<file path="src/rtl/otter_fetch_unit_if.sv">
// rtl/otter_fetch_unit_if.sv - fetch unit bus bundle: PC port, instruction memory, decode handshake
interface otter_fetch_unit_if;
    logic        FETCH_EN;
    logic [31:0] PC_COUNT;
    logic        PC_WRITE;
    logic [31:0] PC_DIN;
    logic        MEM_RDEN;
    logic [31:0] MEM_ADDR;
    logic [31:0] MEM_DOUT;
    logic        REDIRECT;
    logic [31:0] REDIRECT_ADDR;
    logic [31:0] IR;
    logic [31:0] IR_PC;
    logic        IR_VALID;
    logic        IR_READY;

    // Fetch unit side
    modport master (
        input  FETCH_EN, PC_COUNT, MEM_DOUT, REDIRECT, REDIRECT_ADDR, IR_READY,
        output PC_WRITE, PC_DIN, MEM_RDEN, MEM_ADDR, IR, IR_PC, IR_VALID
    );

    // Core / memory side
    modport slave (
        output FETCH_EN, PC_COUNT, MEM_DOUT, REDIRECT, REDIRECT_ADDR, IR_READY,
        input  PC_WRITE, PC_DIN, MEM_RDEN, MEM_ADDR, IR, IR_PC, IR_VALID
    );
endinterface

</file>
<file path="src/rtl/otter_fetch_unit.sv">
// rtl/otter_fetch_unit.sv - OTTER instruction fetch front end with credit-based instruction queue
module otter_fetch_unit #(
    parameter int DEPTH = 3
) (
    input  logic              clk,
    input  logic              FETCH_RST,
    otter_fetch_unit_if.master bus
);
    localparam int CW = $clog2(DEPTH + 1);
    localparam int PW = (DEPTH > 1) ? $clog2(DEPTH) : 1;
    localparam logic [CW:0]   DEPTH_OCC = (CW + 1)'(DEPTH);
    localparam logic [PW-1:0] LAST_PTR  = PW'(DEPTH - 1);

    typedef enum logic {IDLE = 1'b0, RUN = 1'b1} state_t;

    state_t        state;
    state_t        state_next;
    logic [CW-1:0] count;
    logic [PW-1:0] head;
    logic [PW-1:0] tail;
    logic          inflight;
    logic [31:0]   inflight_pc;
    logic [31:0]   q_ir [DEPTH];
    logic [31:0]   q_pc [DEPTH];
    logic [CW:0]   occupancy;
    logic          issue;
    logic          push;
    logic          pop;
    logic          valid;
    logic          unused_addr_bits;

    function automatic logic [PW-1:0] ptr_inc(input logic [PW-1:0] p);
        return (p == LAST_PTR) ? '0 : p + PW'(1);
    endfunction

    // Queued entries plus the outstanding read; a same-cycle pop earns no credit.
    assign occupancy = {1'b0, count} + {{CW{1'b0}}, inflight};
    assign valid     = (count != '0);
    // A response landing in a redirect cycle belongs to the abandoned path.
    assign push      = inflight & ~bus.REDIRECT;
    assign pop       = valid & bus.IR_READY;

    // Fetch state register
    always_ff @(posedge clk or posedge FETCH_RST) begin
        if (FETCH_RST) state <= IDLE;
        else           state <= state_next;
    end

    // Next-state: fetching follows FETCH_EN
    always_comb begin
        state_next = state;
        case (state)
            IDLE:    if (bus.FETCH_EN)  state_next = RUN;
            RUN:     if (!bus.FETCH_EN) state_next = IDLE;
            default: state_next = IDLE;
        endcase
    end

    // Issue decision: only in RUN, never during a redirect, only with a free slot
    always_comb begin
        issue = 1'b0;
        if (state == RUN && !bus.REDIRECT && occupancy < DEPTH_OCC)
            issue = 1'b1;
    end

    assign bus.MEM_RDEN = issue;
    assign bus.MEM_ADDR = bus.PC_COUNT;
    assign bus.PC_WRITE = bus.REDIRECT | issue;
    assign bus.PC_DIN   = bus.REDIRECT ? {bus.REDIRECT_ADDR[31:2], 2'b00}
                                       : bus.PC_COUNT + 32'd4;
    assign bus.IR       = q_ir[head];
    assign bus.IR_PC    = q_pc[head];
    assign bus.IR_VALID = valid;

    assign unused_addr_bits = ^bus.REDIRECT_ADDR[1:0];

    // Outstanding read tracking; redirect suppresses issue so it also clears this
    always_ff @(posedge clk or posedge FETCH_RST) begin
        if (FETCH_RST) begin
            inflight    <= 1'b0;
            inflight_pc <= 32'd0;
        end else begin
            inflight    <= issue;
            inflight_pc <= bus.PC_COUNT;
        end
    end

    // Instruction queue: FIFO of {instruction, pc}, flushed on redirect
    always_ff @(posedge clk or posedge FETCH_RST) begin
        if (FETCH_RST) begin
            count <= '0;
            head  <= '0;
            tail  <= '0;
            for (int i = 0; i < DEPTH; i++) begin
                q_ir[i] <= 32'd0;
                q_pc[i] <= 32'd0;
            end
        end else if (bus.REDIRECT) begin
            count <= '0;
            head  <= '0;
            tail  <= '0;
        end else begin
            if (push) begin
                q_ir[tail] <= bus.MEM_DOUT;
                q_pc[tail] <= inflight_pc;
                tail       <= ptr_inc(tail);
            end
            if (pop)
                head <= ptr_inc(head);
            case ({push, pop})
                2'b10:   count <= count + CW'(1);
                2'b01:   count <= count - CW'(1);
                default: count <= count;
            endcase
        end
    end

    a_no_push_when_full: assert property (
        @(posedge clk) disable iff (FETCH_RST) !(push && occupancy > DEPTH_OCC - 1 && count == DEPTH_OCC[CW-1:0])
    );

endmodule

</file>
<file path="src/flat_wrapper.sv">
// flat-port wrapper written by rule: the top's interface ports become plain ports
module otter_fetch_unit_flat 
#(
    parameter int DEPTH = 3
)
  (clk, FETCH_RST, bus_FETCH_EN, bus_PC_COUNT, bus_MEM_DOUT, bus_REDIRECT, bus_REDIRECT_ADDR, bus_IR_READY, bus_PC_WRITE, bus_PC_DIN, bus_MEM_RDEN, bus_MEM_ADDR, bus_IR, bus_IR_PC, bus_IR_VALID);
  otter_fetch_unit_if bus_i ();
  input  logic clk;
  input  logic FETCH_RST;
  input wire logic [$bits(bus_i.FETCH_EN)-1:0] bus_FETCH_EN;
  input wire logic [$bits(bus_i.PC_COUNT)-1:0] bus_PC_COUNT;
  input wire logic [$bits(bus_i.MEM_DOUT)-1:0] bus_MEM_DOUT;
  input wire logic [$bits(bus_i.REDIRECT)-1:0] bus_REDIRECT;
  input wire logic [$bits(bus_i.REDIRECT_ADDR)-1:0] bus_REDIRECT_ADDR;
  input wire logic [$bits(bus_i.IR_READY)-1:0] bus_IR_READY;
  output wire logic [$bits(bus_i.PC_WRITE)-1:0] bus_PC_WRITE;
  output wire logic [$bits(bus_i.PC_DIN)-1:0] bus_PC_DIN;
  output wire logic [$bits(bus_i.MEM_RDEN)-1:0] bus_MEM_RDEN;
  output wire logic [$bits(bus_i.MEM_ADDR)-1:0] bus_MEM_ADDR;
  output wire logic [$bits(bus_i.IR)-1:0] bus_IR;
  output wire logic [$bits(bus_i.IR_PC)-1:0] bus_IR_PC;
  output wire logic [$bits(bus_i.IR_VALID)-1:0] bus_IR_VALID;
  assign bus_i.FETCH_EN = bus_FETCH_EN;
  assign bus_i.PC_COUNT = bus_PC_COUNT;
  assign bus_i.MEM_DOUT = bus_MEM_DOUT;
  assign bus_i.REDIRECT = bus_REDIRECT;
  assign bus_i.REDIRECT_ADDR = bus_REDIRECT_ADDR;
  assign bus_i.IR_READY = bus_IR_READY;
  assign bus_PC_WRITE = bus_i.PC_WRITE;
  assign bus_PC_DIN = bus_i.PC_DIN;
  assign bus_MEM_RDEN = bus_i.MEM_RDEN;
  assign bus_MEM_ADDR = bus_i.MEM_ADDR;
  assign bus_IR = bus_i.IR;
  assign bus_IR_PC = bus_i.IR_PC;
  assign bus_IR_VALID = bus_i.IR_VALID;
  otter_fetch_unit #(.DEPTH(DEPTH)) u_core (.clk(clk), .FETCH_RST(FETCH_RST), .bus(bus_i));
endmodule
</file>
<file path="config.mk">
export PLATFORM = sky130hd
export DESIGN_NAME = otter_fetch_unit_flat
export DESIGN_NICKNAME = d
export VERILOG_FILES = /design/src/rtl/otter_fetch_unit_if.sv /design/src/rtl/otter_fetch_unit.sv /design/src/flat_wrapper.sv
export SDC_FILE = /design/constraint.sdc
export NUM_CORES = 1
export LEC_CHECK = 0
export BUFFER_PORTS_ARGS = -buffer_cell sky130_fd_sc_hd__buf_2
export CAP_MARGIN = 20
export CORE_MARGIN = 2
export CORE_UTILIZATION = 25
export CTS_CLUSTER_DIAMETER = 120
export CTS_CLUSTER_SIZE = 10
export DETAILED_ROUTE_END_ITERATION = 16
export PLACE_DENSITY_LB_ADDON = 0.3
export SLEW_MARGIN = 30
export SYNTH_ARGS = -nofsm -noshare
export SYNTH_HDL_FRONTEND = slang
export SYNTH_SLANG_ARGS = --single-unit
</file>
<file path="constraint.sdc">
create_clock -name clk -period 13.1 [get_ports clk]
set_clock_uncertainty 0.15 [all_clocks]
set_input_delay 2.62 -clock clk [delete_from_list [all_inputs] [get_ports clk]]
set_output_delay 2.62 -clock clk [all_outputs]
set_load 0.03 [all_outputs]
</file>
---- After elaboration in Yosys (flattened, before gate mapping) ----
Cells that the tools add are included.
operators by class
  $add $sub $neg .......................... 6
  $lt $le $gt $ge ......................... 4
  eq/ne operators ......................... 4
  muxes and demuxes ....................... 21
  bitwise logic cells ..................... 6
  reductions and logical operators ........ 9
operators with widths
  operator                                            count
  bitwise mux 96 bit                                  2
  2-to-1 mux 32 bit                                   6
  binary-select mux 32 bit (select 2 bit)             2
  demux 32 bit (select 2 bit)                         1
  adder 32 x 3 -> 32 bit, second input constant       1
  2-to-1 mux 2 bit                                    7
  adder 2 x 1 -> 2 bit, second input constant         3
  == test 2 bit, second input constant                3
  >= comparator 3 bit, second input constant          2
  inverter 2 -> 3 bit                                 2
  nonzero test 2 bit                                  3
  case mux 2 bit (2 select lines)                     1
  adder 2 x 1 -> 3 bit                                1
  logical AND 1 bit                                   3
  < comparator 3 x 1 -> 1 bit, second input constant  1
  < comparator 3 x 2 -> 1 bit, second input constant  1
  nonzero test 3 bit                                  1
  bitwise AND 1 bit                                   2
  == test 2 x 1 -> 1 bit, second input constant       1
  2-to-1 mux 1 bit                                    2
  AND reduction 2 bit                                 1
  subtractor 2 x 1 -> 2 bit, second input constant    1
  zero test 1 bit                                     1
  inverter 1 bit                                      1
  bitwise OR 1 bit                                    1
storage, ports and cells
  flip-flop bits (word level) ............. 232
  output and inout bits ................... 131
  word-level logic and storage cells ...... 62

---- Logic depth before layout (Yosys ltp) ----
  depth in word-level cells ............... 6
  gate-level depth with buffers ........... 7

---- Least setup slack after synthesis ----
OpenSTA, ideal clock, no wires.
  kind .................................... in2out
  start point ............................. input bus_PC_COUNT[2]
  end point ............................... output bus_PC_DIN[28]
  arrival ................................. 4.647 ns
  data required time ...................... 10.330 ns
  setup slack ............................. 5.683 ns
  stages .................................. 6
  cell sequence ........................... ha_1 -> nand3_2 -> or4_4 -> buf_6 -> or4_1 -> a31oi_1
on the way
  word-level cells in the longest chain between the ends .. 2
RTL lines
  what                    line                    text
  from (decl)             flat_wrapper.sv:11      input wire logic [$bits(bus_i.PC_COUNT)-1:0] bus_PC_COUNT;
  adder 32 x 3 -> 32 bit  otter_fetch_unit.sv:70  : bus.PC_COUNT + 32'd4;
  2-to-1 mux 32 bit       otter_fetch_unit.sv:69  assign bus.PC_DIN = bus.REDIRECT ? {bus.REDIRECT_ADDR[31:2], 2'b00}
  to (decl)               flat_wrapper.sv:17      output wire logic [$bits(bus_i.PC_DIN)-1:0] bus_PC_DIN;
Every way passes these cells.

---- Final worst setup path ----
  start point ............................. input bus_PC_COUNT[2]
  end point ............................... output bus_PC_DIN[26]
The elaborated chain is that of the path after synthesis.

==> flow_results.org <==
** Clocking
- Clock tree from TritonCTS :: built
- The number of hold buffers added after CTS was 0.
- Clock tree sinks :: 232
- The clock passes through at most 3 buffers.
- The later pin in the worst-skew pair is clocked with a latency of 0.55 ns.
- In this run, CTS created clock tree buffers numbering 27.
- CTS root buffer :: clkbuf_16
- The number of gates resized after CTS was 0.
- CTS built an H-tree with a depth of 1.
- Once the clock tree was built, the setup fixing pass inserted 0 buffers.
- Clock-pin slew was measured on the worst setup and hold paths at 0.05 ns.

** Worst hold path
- Worst min-delay path category :: flop to flop

** Die
- Overall die area :: 44900 sq um
- 232 I/O pins were placed.
- Row Count :: 76
- The die is 212 microns tall.
- Core region area :: 42900 sq um
- Overall die width :: 212 microns
- For this configuration, the core starts out at a cell density of 0.252.

** Routing
- The first TritonRoute pass finished after 5 iterations.
- Iter 0 DRT Violations :: 282
- The routed design has 28900 microns of wire.
- Remaining design rule violation count :: 0
- After detailed routing, the number of vias per cell comes to 4.53.
- Dividing the detail-routed wire length by the instance count gives 17.4 microns.
- Via count :: 7515
- Remaining antenna violation count :: 0

** Timing
- Of the available clock period, the critical path in the final layout requires 0.577.
- Counting I/O delays and the setup requirement, the final critical path takes 7.56 ns.
- For the final routed database, the setup TNS stands at 0 ns.
- Based on the critical path, the design can be clocked at up to 132 MHz.
- The final max-slew violation count is 0.
- Final hold vios :: 0
- Measured against its own limit, the worst slew margin works out to 0.411.
- Setup repair after global routing missed its margin :: no
- Actual transition at the worst max-transition pin :: 0.883 ns
- Setup violations remaining at the end of the flow were counted as 0.

** Setup path
- CP peak stage delay :: 0.64 ns
- Sequence of cells on the critical path :: buf_2, ha_1, nand3_2, or4_4, or4_1, a31oi_1, buf_2
- For the worst setup path, the data required time is 10.33 ns.
- Data on the critical path arrives at its endpoint at 4.79 ns.
- Together, buffers and inverters on the worst path number 2.
- The largest individual stage delay along the critical path comes from the cell or4_4.
- STA classifies the critical path startpoint as an input pin.
- The cell that appears most often on the critical path is buf_2.
- The worst setup path is captured at an output port.
- In this run the worst path has a maximum fanout of 12.
- The cell family contributing the most delay on the critical path is simple AND/OR/NAND/NOR gates.
- The worst setup path is of the input pin to output port kind.

** Logic synthesis
- Post-synthesis area per instance :: 12.1 sq um
- The synthesized design contains 232 register bits.
- Most instantiated flip-flop cell in the synthesis netlist :: dfrtp_1
- Portion of the post-synthesis area used by sequential elements :: 0.538
- Number of distinct standard cells referenced by the synthesized netlist :: 43
- Post-synthesis instance area :: 10800 sq um
- Counting every instance in the synthesized netlist gives 890.
- Counting every net in the synthesized netlist gives 994.
- During synthesis, Yosys emitted a total of 0 warnings.
- Number of flops mapped to enable cells by yosys :: 0
- Post-synthesis async set-or-reset flop share :: 1.00

** Placed design
- Cell area reported after detailed placement :: 12300 sq um
- IO buf count :: 229
- In this run, placement finished with an instance count of 1629.
- Global placer's final weighted congestion :: 0.746
- Half-perimeter wire length after detailed placement :: 18500 microns

** Power and ir drop
- Power Density :: 158 nW/um^2
- The analysis attributes to cell leakage a power of 5.64 nW.
- Worst vdd ir :: 0.000103 V

** Flow run
- Across the run, the number of max-cap violations was 0.

** Global routing
- Number of antenna violations at the first check in global routing :: 1
- Global-route wire length before repair :: 44900 microns
- Maximum number of pins on one net before global-route repair :: 113
- In the global route stage, overall resource usage came out at 0.128.
- Global routing finished with a remaining overflow of 0.
- Number of global-route vias before repair :: 7687

** Layout
- Of the cells placed in the final design, the portion with a size suffix greater than 1 is 0.442.
- Area growth syn-to-layout :: 20.7%
- Final Cell Area :: 13000 sq um
- Count of antenna diodes in the layout :: 0
- Fin nets :: 1178
- Filler Cells Inserted :: 4456
- Excluding fillers, the count of instances in the completed layout stands at 1660.

** Run status
- Outcome :: finished, final reports clean
layout make-up:
type,instances,area [sq um],area share
timing repair buffer,240,1240,0.0951
sequential,232,5810,0.446
multi-input combinational,565,4520,0.347
clock buffer,28,679,0.0521
inverter,8,37.5,0.00288
tap,585,732,0.0562
clock inverter,2,17.5,0.00134
final timing paths:
path / startpoint / slack (ns) / cells after the start / to
max in group asynchronous: FETCH_RST / 8.92 / 4 / u_core.q_ir[37]
min in group asynchronous: FETCH_RST / 2.04 / 2 / u_core.q_pc[33]
min: u_core.q_ir[67] / 0.35 / 1 / u_core.q_ir[67]
max reg2reg: u_core.inflight / 10.39 / 4 / u_core.q_ir[84]
min reg2reg: u_core.q_ir[67] / 0.35 / 1 / u_core.q_ir[67]
max: bus_PC_COUNT[2] / 5.54 / 7 / bus_PC_DIN[26]
power by group:
group / internal [mW] / switching [mW]
logic: 0.192 / 0.289
registers: 0.854 / 0.0660
clock network: 0.363 / 0.290
Yosys cell counts, types with 2 or more instances:
library cell    n  share of area
a21oi_1         3         0.0014
a31oi_1        13         0.0075
and3_1          2         0.0012
and4_1          5         0.0041
buf_1           4         0.0014
buf_2          15         0.0070
buf_4          32          0.022
clkbuf_1       32          0.011
dfrtp_1       232           0.54
ha_1            3         0.0035
inv_1           7         0.0024
mux2_2        193           0.20
mux2i_1        66          0.061
nand2_1        88          0.031
nand3_1        12         0.0056
nand3b_1        2         0.0014
nand4_1         7         0.0041
nor2_1         21         0.0073
nor2b_1         3         0.0017
nor3_1          4         0.0019
nor3b_1         2         0.0014
nor4_1          4         0.0023
o21ai_0        84          0.039
o31ai_1        12         0.0083
or3_1           2         0.0012
or4_1          12         0.0083
xnor2_1        10         0.0081
xor2_1          5         0.0041
kinds of logic (layout without fill, tap and decap cells):
kind of cell | after synthesis | count (layout) | share of synthesized area
mux | 259 | 259 | 0.263
flops | 232 | 232 | 0.538
simple gates | 174 | 174 | 0.0801
compound gates | 114 | 114 | 0.0580
buf+inv | 93 | 278 | 0.0460
xor+xnor | 15 | 15 | 0.0122
fa+ha+maj | 3 | 3 | 0.00348
metal layers:
metal  vias up  GRT usage  routed length (microns)
met4         2     0.0321                      607
met2       188      0.212                    13600
met3        44     0.0306                     1770
met1      3792      0.169                    12900
li1       3489          -                        -
met5         -          0                       16
through the flow:
stage | power (mW) | setup WS (ns) | hold slack, ns | util
2_1_floorplan | 1.27 | 3.97 | 0.330 | -
3_5_place_dp | 1.42 | 5.54 | 0.344 | 0.287
4_1_cts | 2.10 | 5.54 | 0.357 | 0.303
6_report | 2.05 | 5.54 | 0.352 | 0.304
3_3_place_gp | 1.41 | 5.54 | 0.338 | 0.287
5_1_grt | 2.18 | 5.40 | 0.362 | 0.304
sequential cells by signal, summed over array words and instances, names as in the netlist:
register and flops:
u_core.q_ir 96, u_core.q_pc 96, u_core.inflight_pc 32, u_core.count 2, u_core.head 2, u_core.tail 2
u_core.inflight 1, u_core.state 1
layout by cell type, fill, tap and decap left out, types with 2 or more instances in the layout:
cell / synthesis / final
clkbuf_16: 0 / 27
xnor2_1: 10 / 10
o21ai_0: 84 / 84
nand4_1: 7 / 7
and3_1: 2 / 2
a21oi_1: 3 / 3
or4_1: 12 / 12
or3_1: 2 / 2
mux2_2: 193 / 193
mux2i_1: 66 / 66
nand3_1: 12 / 12
dfrtp_1: 232 / 230
inv_1: 7 / 6
inv_6: 0 / 2
nor3b_2: 0 / 2
nor4_1: 4 / 4
nor2_1: 21 / 21
nand3b_1: 2 / 2
buf_4: 32 / 9
xor2_1: 5 / 5
ha_1: 3 / 3
nor3_1: 4 / 4
buf_2: 15 / 229
o31ai_1: 12 / 12
a31oi_1: 13 / 13
nand2_1: 88 / 88
and4_1: 5 / 5
nor2b_1: 3 / 2
Power figures use the tool's default switching activity.
